### src/rtl/fetch_pkg.sv
// Shared types and constants for the instruction fetch unit.
package fetch_pkg;

  typedef enum logic [1:0] {
    ST_BOOT  = 2'd0,
    ST_RUN   = 2'd1,
    ST_HALT  = 2'd2,
    ST_FAULT = 2'd3
  } fetch_state_e;

  localparam int unsigned INSTR_BYTES = 4;
  localparam logic [31:0] NOP         = 32'h0000_0013;

endpackage

### src/rtl/fetch_next_pc.sv
// Combinational next-PC selection, redirect alignment check and end-of-program compares.
module fetch_next_pc
  import fetch_pkg::*;
#(
  parameter logic [31:0] LAST_ADDR = 32'd52
) (
  input  logic [31:0] i_pc,
  input  logic        i_redirect_valid,
  input  logic [31:0] i_redirect_target,
  output logic [31:0] o_pc_plus4,
  output logic [31:0] o_next_pc,
  output logic        o_target_aligned,
  output logic        o_target_past_end,
  output logic        o_seq_past_end
);

  logic [31:0] w_pc_plus4;

  assign w_pc_plus4        = i_pc + 32'(INSTR_BYTES);
  assign o_pc_plus4        = w_pc_plus4;
  assign o_target_aligned  = (i_redirect_target[1:0] == 2'b00);
  assign o_target_past_end = (i_redirect_target > LAST_ADDR);
  assign o_seq_past_end    = (w_pc_plus4 > LAST_ADDR);

  // A misaligned target never replaces the PC; the sequential address is offered instead.
  assign o_next_pc = (i_redirect_valid && o_target_aligned) ? i_redirect_target : w_pc_plus4;

endmodule

### src/rtl/instr_fetch_unit.sv
// Instruction fetch: PC register, control FSM and valid/ready output stage toward decode.
module instr_fetch_unit
  import fetch_pkg::*;
#(
  parameter logic [31:0] RESET_PC  = 32'h0000_0000,
  parameter logic [31:0] LAST_ADDR = 32'd52,
  parameter int unsigned CNT_W     = 16
) (
  input  logic             clk,
  input  logic             reset,
  output logic [31:0]      imem_addr,
  input  logic [31:0]      imem_rd,
  input  logic             redirect_valid,
  input  logic [31:0]      redirect_target,
  input  logic             out_ready,
  output logic             out_valid,
  output logic [31:0]      out_instr,
  output logic [31:0]      out_pc,
  output logic [31:0]      out_pc_plus4,
  output logic             halted,
  output logic             fault,
  output logic [CNT_W-1:0] fetch_count
);

  fetch_state_e      r_state;
  fetch_state_e      w_state_n;
  logic [31:0]       r_pc;
  logic              r_vld_p1;
  logic [31:0]       r_instr_p1;
  logic [31:0]       r_pc_p1;
  logic [31:0]       r_pc_plus4_p1;
  logic [CNT_W-1:0]  r_fetch_count;

  logic [31:0]       w_pc_plus4;
  logic [31:0]       w_next_pc;
  logic              w_target_aligned;
  logic              w_target_past_end;
  logic              w_seq_past_end;
  logic              w_take_redirect;
  logic              w_capture;

  fetch_next_pc #(
    .LAST_ADDR(LAST_ADDR)
  ) u_next_pc (
    .i_pc              (r_pc),
    .i_redirect_valid  (redirect_valid),
    .i_redirect_target (redirect_target),
    .o_pc_plus4        (w_pc_plus4),
    .o_next_pc         (w_next_pc),
    .o_target_aligned  (w_target_aligned),
    .o_target_past_end (w_target_past_end),
    .o_seq_past_end    (w_seq_past_end)
  );

  // Redirects outrank everything except a latched fault.
  always_comb begin
    w_state_n       = r_state;
    w_take_redirect = 1'b0;
    w_capture       = 1'b0;
    if (redirect_valid && (r_state != ST_FAULT)) begin
      w_take_redirect = 1'b1;
      if (!w_target_aligned)      w_state_n = ST_FAULT;
      else if (w_target_past_end) w_state_n = ST_HALT;
      else                        w_state_n = ST_RUN;
    end else begin
      case (r_state)
        ST_BOOT: w_state_n = ST_RUN;
        ST_RUN: begin
          if (!r_vld_p1 || out_ready) begin
            w_capture = 1'b1;
            if (w_seq_past_end) w_state_n = ST_HALT;
          end
        end
        default: w_state_n = r_state;
      endcase
    end
  end

  always_ff @(posedge clk or posedge reset) begin
    if (reset) begin
      r_state       <= ST_BOOT;
      r_pc          <= RESET_PC;
      r_fetch_count <= '0;
    end else begin
      r_state <= w_state_n;
      if ((w_take_redirect && w_target_aligned) || w_capture) r_pc <= w_next_pc;
      if (w_capture) r_fetch_count <= r_fetch_count + CNT_W'(1);
    end
  end

  // ---- stage p1: registered instruction toward decode ----
  always_ff @(posedge clk or posedge reset) begin
    if (reset) begin
      r_vld_p1      <= 1'b0;
      r_instr_p1    <= '0;
      r_pc_p1       <= '0;
      r_pc_plus4_p1 <= 32'd4;
    end else if (w_take_redirect) begin
      r_vld_p1 <= 1'b0;
    end else if (w_capture) begin
      r_vld_p1      <= 1'b1;
      r_instr_p1    <= imem_rd;
      r_pc_p1       <= r_pc;
      r_pc_plus4_p1 <= w_pc_plus4;
    end else if (r_vld_p1 && out_ready) begin
      r_vld_p1 <= 1'b0;
    end
  end

  assign imem_addr    = r_pc;
  assign out_valid    = r_vld_p1;
  assign out_instr    = r_instr_p1;
  assign out_pc       = r_pc_p1;
  assign out_pc_plus4 = r_pc_plus4_p1;
  assign halted       = (r_state == ST_HALT);
  assign fault        = (r_state == ST_FAULT);
  assign fetch_count  = r_fetch_count;

endmodule
### config.mk
export PLATFORM = sky130hd
export DESIGN_NAME = instr_fetch_unit
export DESIGN_NICKNAME = d
export VERILOG_FILES = /design/src/rtl/fetch_pkg.sv /design/src/rtl/fetch_next_pc.sv /design/src/rtl/instr_fetch_unit.sv
export SDC_FILE = /design/constraint.sdc
export NUM_CORES = 1
export LEC_CHECK = 0
export BUFFER_PORTS_ARGS = -buffer_cell sky130_fd_sc_hd__buf_4
export CAP_MARGIN = 20
export CORE_AREA = 3 3 146 148
export DETAILED_ROUTE_END_ITERATION = 6
export DIE_AREA = 0 0 149 151
export PLACE_DENSITY_LB_ADDON = 0.15
export SLEW_MARGIN = 20
export SYNTH_ARGS = -nofsm -noshare
export SYNTH_HDL_FRONTEND = slang
export SYNTH_SLANG_ARGS = --single-unit
### constraint.sdc
create_clock -name clk -period 14.9 [get_ports clk]
set_clock_uncertainty 0.2 [all_clocks]
set_input_delay 3.725 -clock clk [delete_from_list [all_inputs] [get_ports clk]]
set_output_delay 3.725 -clock clk [all_outputs]
set_load 0.05 [all_outputs]
Yosys cells after proc, flatten, opt, wreduce, memory -nomap -nowiden. Cells that the tools add are included. W data, S select, Z words.

Word-level logic and storage cells: 45. Output and inout bits: 147. Bits of input ports: 68. Flip-flop bits (word level): 147.

Bitwise gates (word level): 1. Add/subtract/negate cells: 2. $lt $le $gt $ge: 2. Muxes and demuxes: 14. Eq/ne operators: 6. Reductions and logical operators: 13.

Operator list (number): $gt A32 B6 Y1 const B (2); $add A32 B3 Y32 const B (1); $mux W32 (1); $add A16 B1 Y16 const B (1); $mux W2 (5); $mux W1 (7); $reduce_bool A3 Y1 (2); $eq A2 B2 Y1 const B (2); $logic_and A1 B1 Y1 (4); $logic_not A2 Y1 (2); $pmux W2 S2 (1); $ne A3 B2 Y1 const B (1); $ne A3 B3 Y1 const B (1); $reduce_and A3 Y1 (1); $eq A2 B1 Y1 const B (1); $logic_or A1 B1 Y1 (2); $ne A2 B2 Y1 const B (1); $reduce_and A2 Y1 (1); $logic_not A1 Y1 (1); $not A1 Y1 (1).

Logic depth before layout (Yosys ltp).
Depth in word-level cells: 7. Mapped depth: 10.

Cells and area by module. Synthesis repeated with hierarchy kept, for this count alone.

Cells, all modules: 764. Area total of the unflattened synthesis: 7099.3 µm².

By module, submodules not included: instr_fetch_unit (times used 1, cells an instance 562, area an instance 5684.2 µm²); fetch_next_pc (times used 1, cells an instance 202, area an instance 1415.1 µm²).

Worst setup path after synthesis. No wires, ideal clock.

Path type: input port to flip-flop. Start point: input redirect_valid. End point: register r_fetch_count[3], in the netlist fetch_count[3]. Setup time: 0.142 ns. Slack: 9.603 ns. Buffers on the path: 2. Data required time: 14.558 ns. Cell stages on the path: 6. Data arrival time: 4.955 ns. Cell sequence: nand3b_1 nor2_1 clkbuf_1 clkbuf_1 nand4_1 xnor2_1.

Word-level cells in the longest chain between the ends: 2.

Ends and longest elaborated chain: start: declaration (RTL line instr_fetch_unit.sv:13) `input logic redirect_valid,`; $logic_and A1 B1 Y1 (RTL line instr_fetch_unit.sv:60) `if (redirect_valid && (r_state != ST_FAULT)) begin`; $mux W1 (RTL line instr_fetch_unit.sv:60); end signal: assignment (RTL line instr_fetch_unit.sv:87) `if (w_capture) r_fetch_count <= r_fetch_count + CNT_W'(1);`; end: declaration (RTL line instr_fetch_unit.sv:32) `logic [CNT_W-1:0] r_fetch_count;`.

No other way between the ends. A chain may end at the register's enable or synchronous reset.

Final worst setup path.
Start point: input redirect_valid. End point: register r_fetch_count[12], in the netlist fetch_count[12].

The elaborated chain is that of the path after synthesis.

==> impl_metrics.py <==
metrics = {
    "outcome": {
        "status": "completed",
    },
    "clock_tree": {
        "path_clk_slew_ps": 60,
        "cts_made_buffers": 17,
        "cts_tree": "yes",
        "clock_sinks": 145,
        "cts_resized": 0,
        "post_cts_buffers": 0,
        "hold_buffers": 0,
        "clockBufferDepth": 2,
        "h-tree-depth": 4,
        "clk_latency_ps": 420,
        "cts_root_buf": "clkbuf_16",
    },
    "synth": {
        "syn_area_um2": 7030,
        "yosys_most_used_dff": "dfrtp_1",
        "syn_nets": 865,
        "synth_enable_flop_cells": 0,
        "async_flop_share": 1.00,
        "ys_types": 57,
        "synth_warnings": 0,
        "yosys-top-cells-area": "dfrtp_1, nand2_1, xnor2_1, o21ai_0, clkbuf_1",
        "postSynthAreaPerCell_um2": 8.85,
        "synth_top_area_frac": 0.513,
        "ys_seq_elements": 145,
        "synth_cells": 794,
        "yosysSeqAreaShare": 0.517,
        "synth_top_area_cell": "dfrtp_1",
    },
    "final_layout": {
        "layout-area-overhead-vs-synth_pct": 32.9,
        "drive_above_1_share": 0.274,
        "final_area_um2": 9340,
        "nets": 1041,
        "nFillCells": 2008,
        "antenna_cells": 0,
    },
    "route": {
        "dr.pass1.iters": 5,
        "postRouteAntennaNets": 0,
        "wirelength_um": 21500,
        "vias": 6225,
        "first_iter_violations": 485,
        "viasPerCell": 4.97,
        "wl_per_cell_um": 17.2,
        "route.detailed.drc": 0,
    },
    "floorplanning": {
        "chipHeight_um": 151,
        "rows": 52,
        "dieArea_um2": 22500,
        "die-width_um": 149,
        "core_area_um2": 20200,
        "start_util": 0.348,
        "io_pins": 215,
    },
    "critical_path": {
        "required_ps": 15040,
        "crit_path_start_kind": "input port",
        "end_kind": "flip-flop",
        "crit_type": "in -> reg",
        "cp.arrival_ps": 6170,
        "crit_fanout": 57,
    },
    "worst_hold_path": {
        "holdCritPathClass": "reg -> reg",
    },
    "place": {
        "dp_hpwl_um": 15100,
        "place_area_um2": 8740,
        "portBuffers": 214,
        "gp_congestion": 0.827,
    },
    "timing": {
        "setup_violations": 0,
        "period_share": 0.405,
        "finalHoldViolCount": 0,
        "max_slew_margin": 0.341,
        "max_freq_mhz": 166,
        "fin_crit_ps": 6040,
        "worst_slew_pin_slew_ps": 988,
        "rsz0062_at_grt": "no",
        "fin_setup_tns_ps": 0,
        "final_max_slew_viol_count": 0,
    },
    "global_route": {
        "grt_max_degree": 91,
        "gr-usage-all-layers": 0.191,
        "grt.overflow.total": 0,
        "grt_pass1_vias": 5936,
        "grt_antenna_before_repair": 0,
        "grt_pass1_wl_um": 33700,
    },
    "power": {
        "p_leak_nw": 4.71,
        "ir_drop_uv": 58.1,
        "power_density_nw_per_um2": 107,
        "p_total_uw": 1000,
    },
    "run": {
        "drv_cap": 0,
    },
}
-- placed cells by master, fill, tap and decap left out, types with 2 or more instances in the layout --
cell and n:
nand2_1 264, buf_4 219, dfrtp_1 144, o21ai_0 57
nor2_1 37, xnor2_1 35, clkbuf_16 17, nand3_1 16
a21oi_1 16, xor2_1 15, nand4_1 13, nor3_1 12
nor4_1 12, a221o_1 12, inv_1 11, and3_1 7
a31oi_1 6, and2_1 6, and4_1 5, o311ai_0 5
a22oi_1 5, inv_6 4, a311oi_1 4, a21o_1 4
or2_2 3, ha_1 3, clkinv_2 3, bufinv_16 3
nor3b_1 2, o31ai_1 2, a211oi_1 2, nand3_2 2
nand3b_1 2, nand2b_1 2, o22ai_1 2, a222oi_1 2
clkinv_4 2
-- per-layer routing --
layer  up-vias  wire length, um  global-route usage
li1       3019                -                   -
met2       196            10300               0.301
met3        17             1310              0.0398
met1      2993             9630               0.273
met5         -                0                   0
met4         0              248              0.0421
-- cells by family (layout without fill, tap and decap cells) --
kind of cell	count (synthesis)	after routing	share of synthesized area
AND/OR/NAND/NOR	398	398	0.255
flip-flops	145	145	0.517
AO/OA/AOI/OAI	123	123	0.111
buffers and inverters	74	262	0.0479
XOR/XNOR	50	50	0.0623
adder cells (fa/ha/maj)	3	3	0.00534
multiplexers	1	1	0.00142
-- state kept, by name, summed over array words and instances (netlist names) --
signal / flops
r_state: 2
out_pc_plus4: 30
out_pc: 32
fetch_count: 16
out_instr: 32
out_valid: 1
imem_addr: 32
-- synthesized netlist by cell type, drive strengths merged (4+ instances only) --
library cell and instances:
a31oi 6, o21ai 58, and3 9, nand4 14, clkbuf 42, inv 12, o311ai 5, xnor2 35
a21o 4, and4 7, xor2 15, a221o 12, a22oi 5, nor4 13, and2 6, buf 20
a311oi 4, dfrtp 144, nand3 18, nand2 264, a21oi 16, nor3 14, nor2 40
-- layout make-up --
| class | count | area [um2] | area share |
|---|---|---|---|
| well taps | 270 | 338 | 0.0362 |
| clock inverters | 12 | 156 | 0.0167 |
| flip-flops and latches | 145 | 3630 | 0.389 |
| clock buffers | 19 | 443 | 0.0474 |
| inverters | 12 | 50.0 | 0.00536 |
| repair buffers | 219 | 1640 | 0.176 |
| multi-input cells | 575 | 3080 | 0.329 |
-- power by group --
group	internal (mW)	switching (mW)
clock	0.268	0.171
sequential	0.406	0.0249
combinational	0.0460	0.0838
total	0.720	0.279
-- critical path: stages --
cell      delay, ps
buf_4           130
nand3b_1        220
nor2_4          470
buf_4           610
nand4_1         260
or2_2           400
nor2_1          140
xor2_1          160
-- stage by stage --
step                utilization  worst slack, ps  hold WS [ps]  cells
global route              0.463             8610           296   1252
detailed placement        0.433             8360           263   1221
floorplan                     -             7080           277    794
global placement          0.433             8460           260   1221
CTS                       0.463             8820           277   1252
finish                    0.463             8860           266   1252
-- final timing paths --
check                                      from         endpoint  slack (ps)  depth (start not counted)
min in group asynchronous                 reset    out_instr[11]        3230                          2
worst min register to register  fetch_count[15]  fetch_count[15]         270                          1
worst max register to register     imem_addr[2]       r_state[1]       11350                          8
max in group asynchronous                 reset        out_valid        9820                          3
worst max-delay path             redirect_valid  fetch_count[12]        8860                          8
worst min-delay path            fetch_count[15]  fetch_count[15]         270                          1
Note: power is estimated with default switching activity, not from simulation.
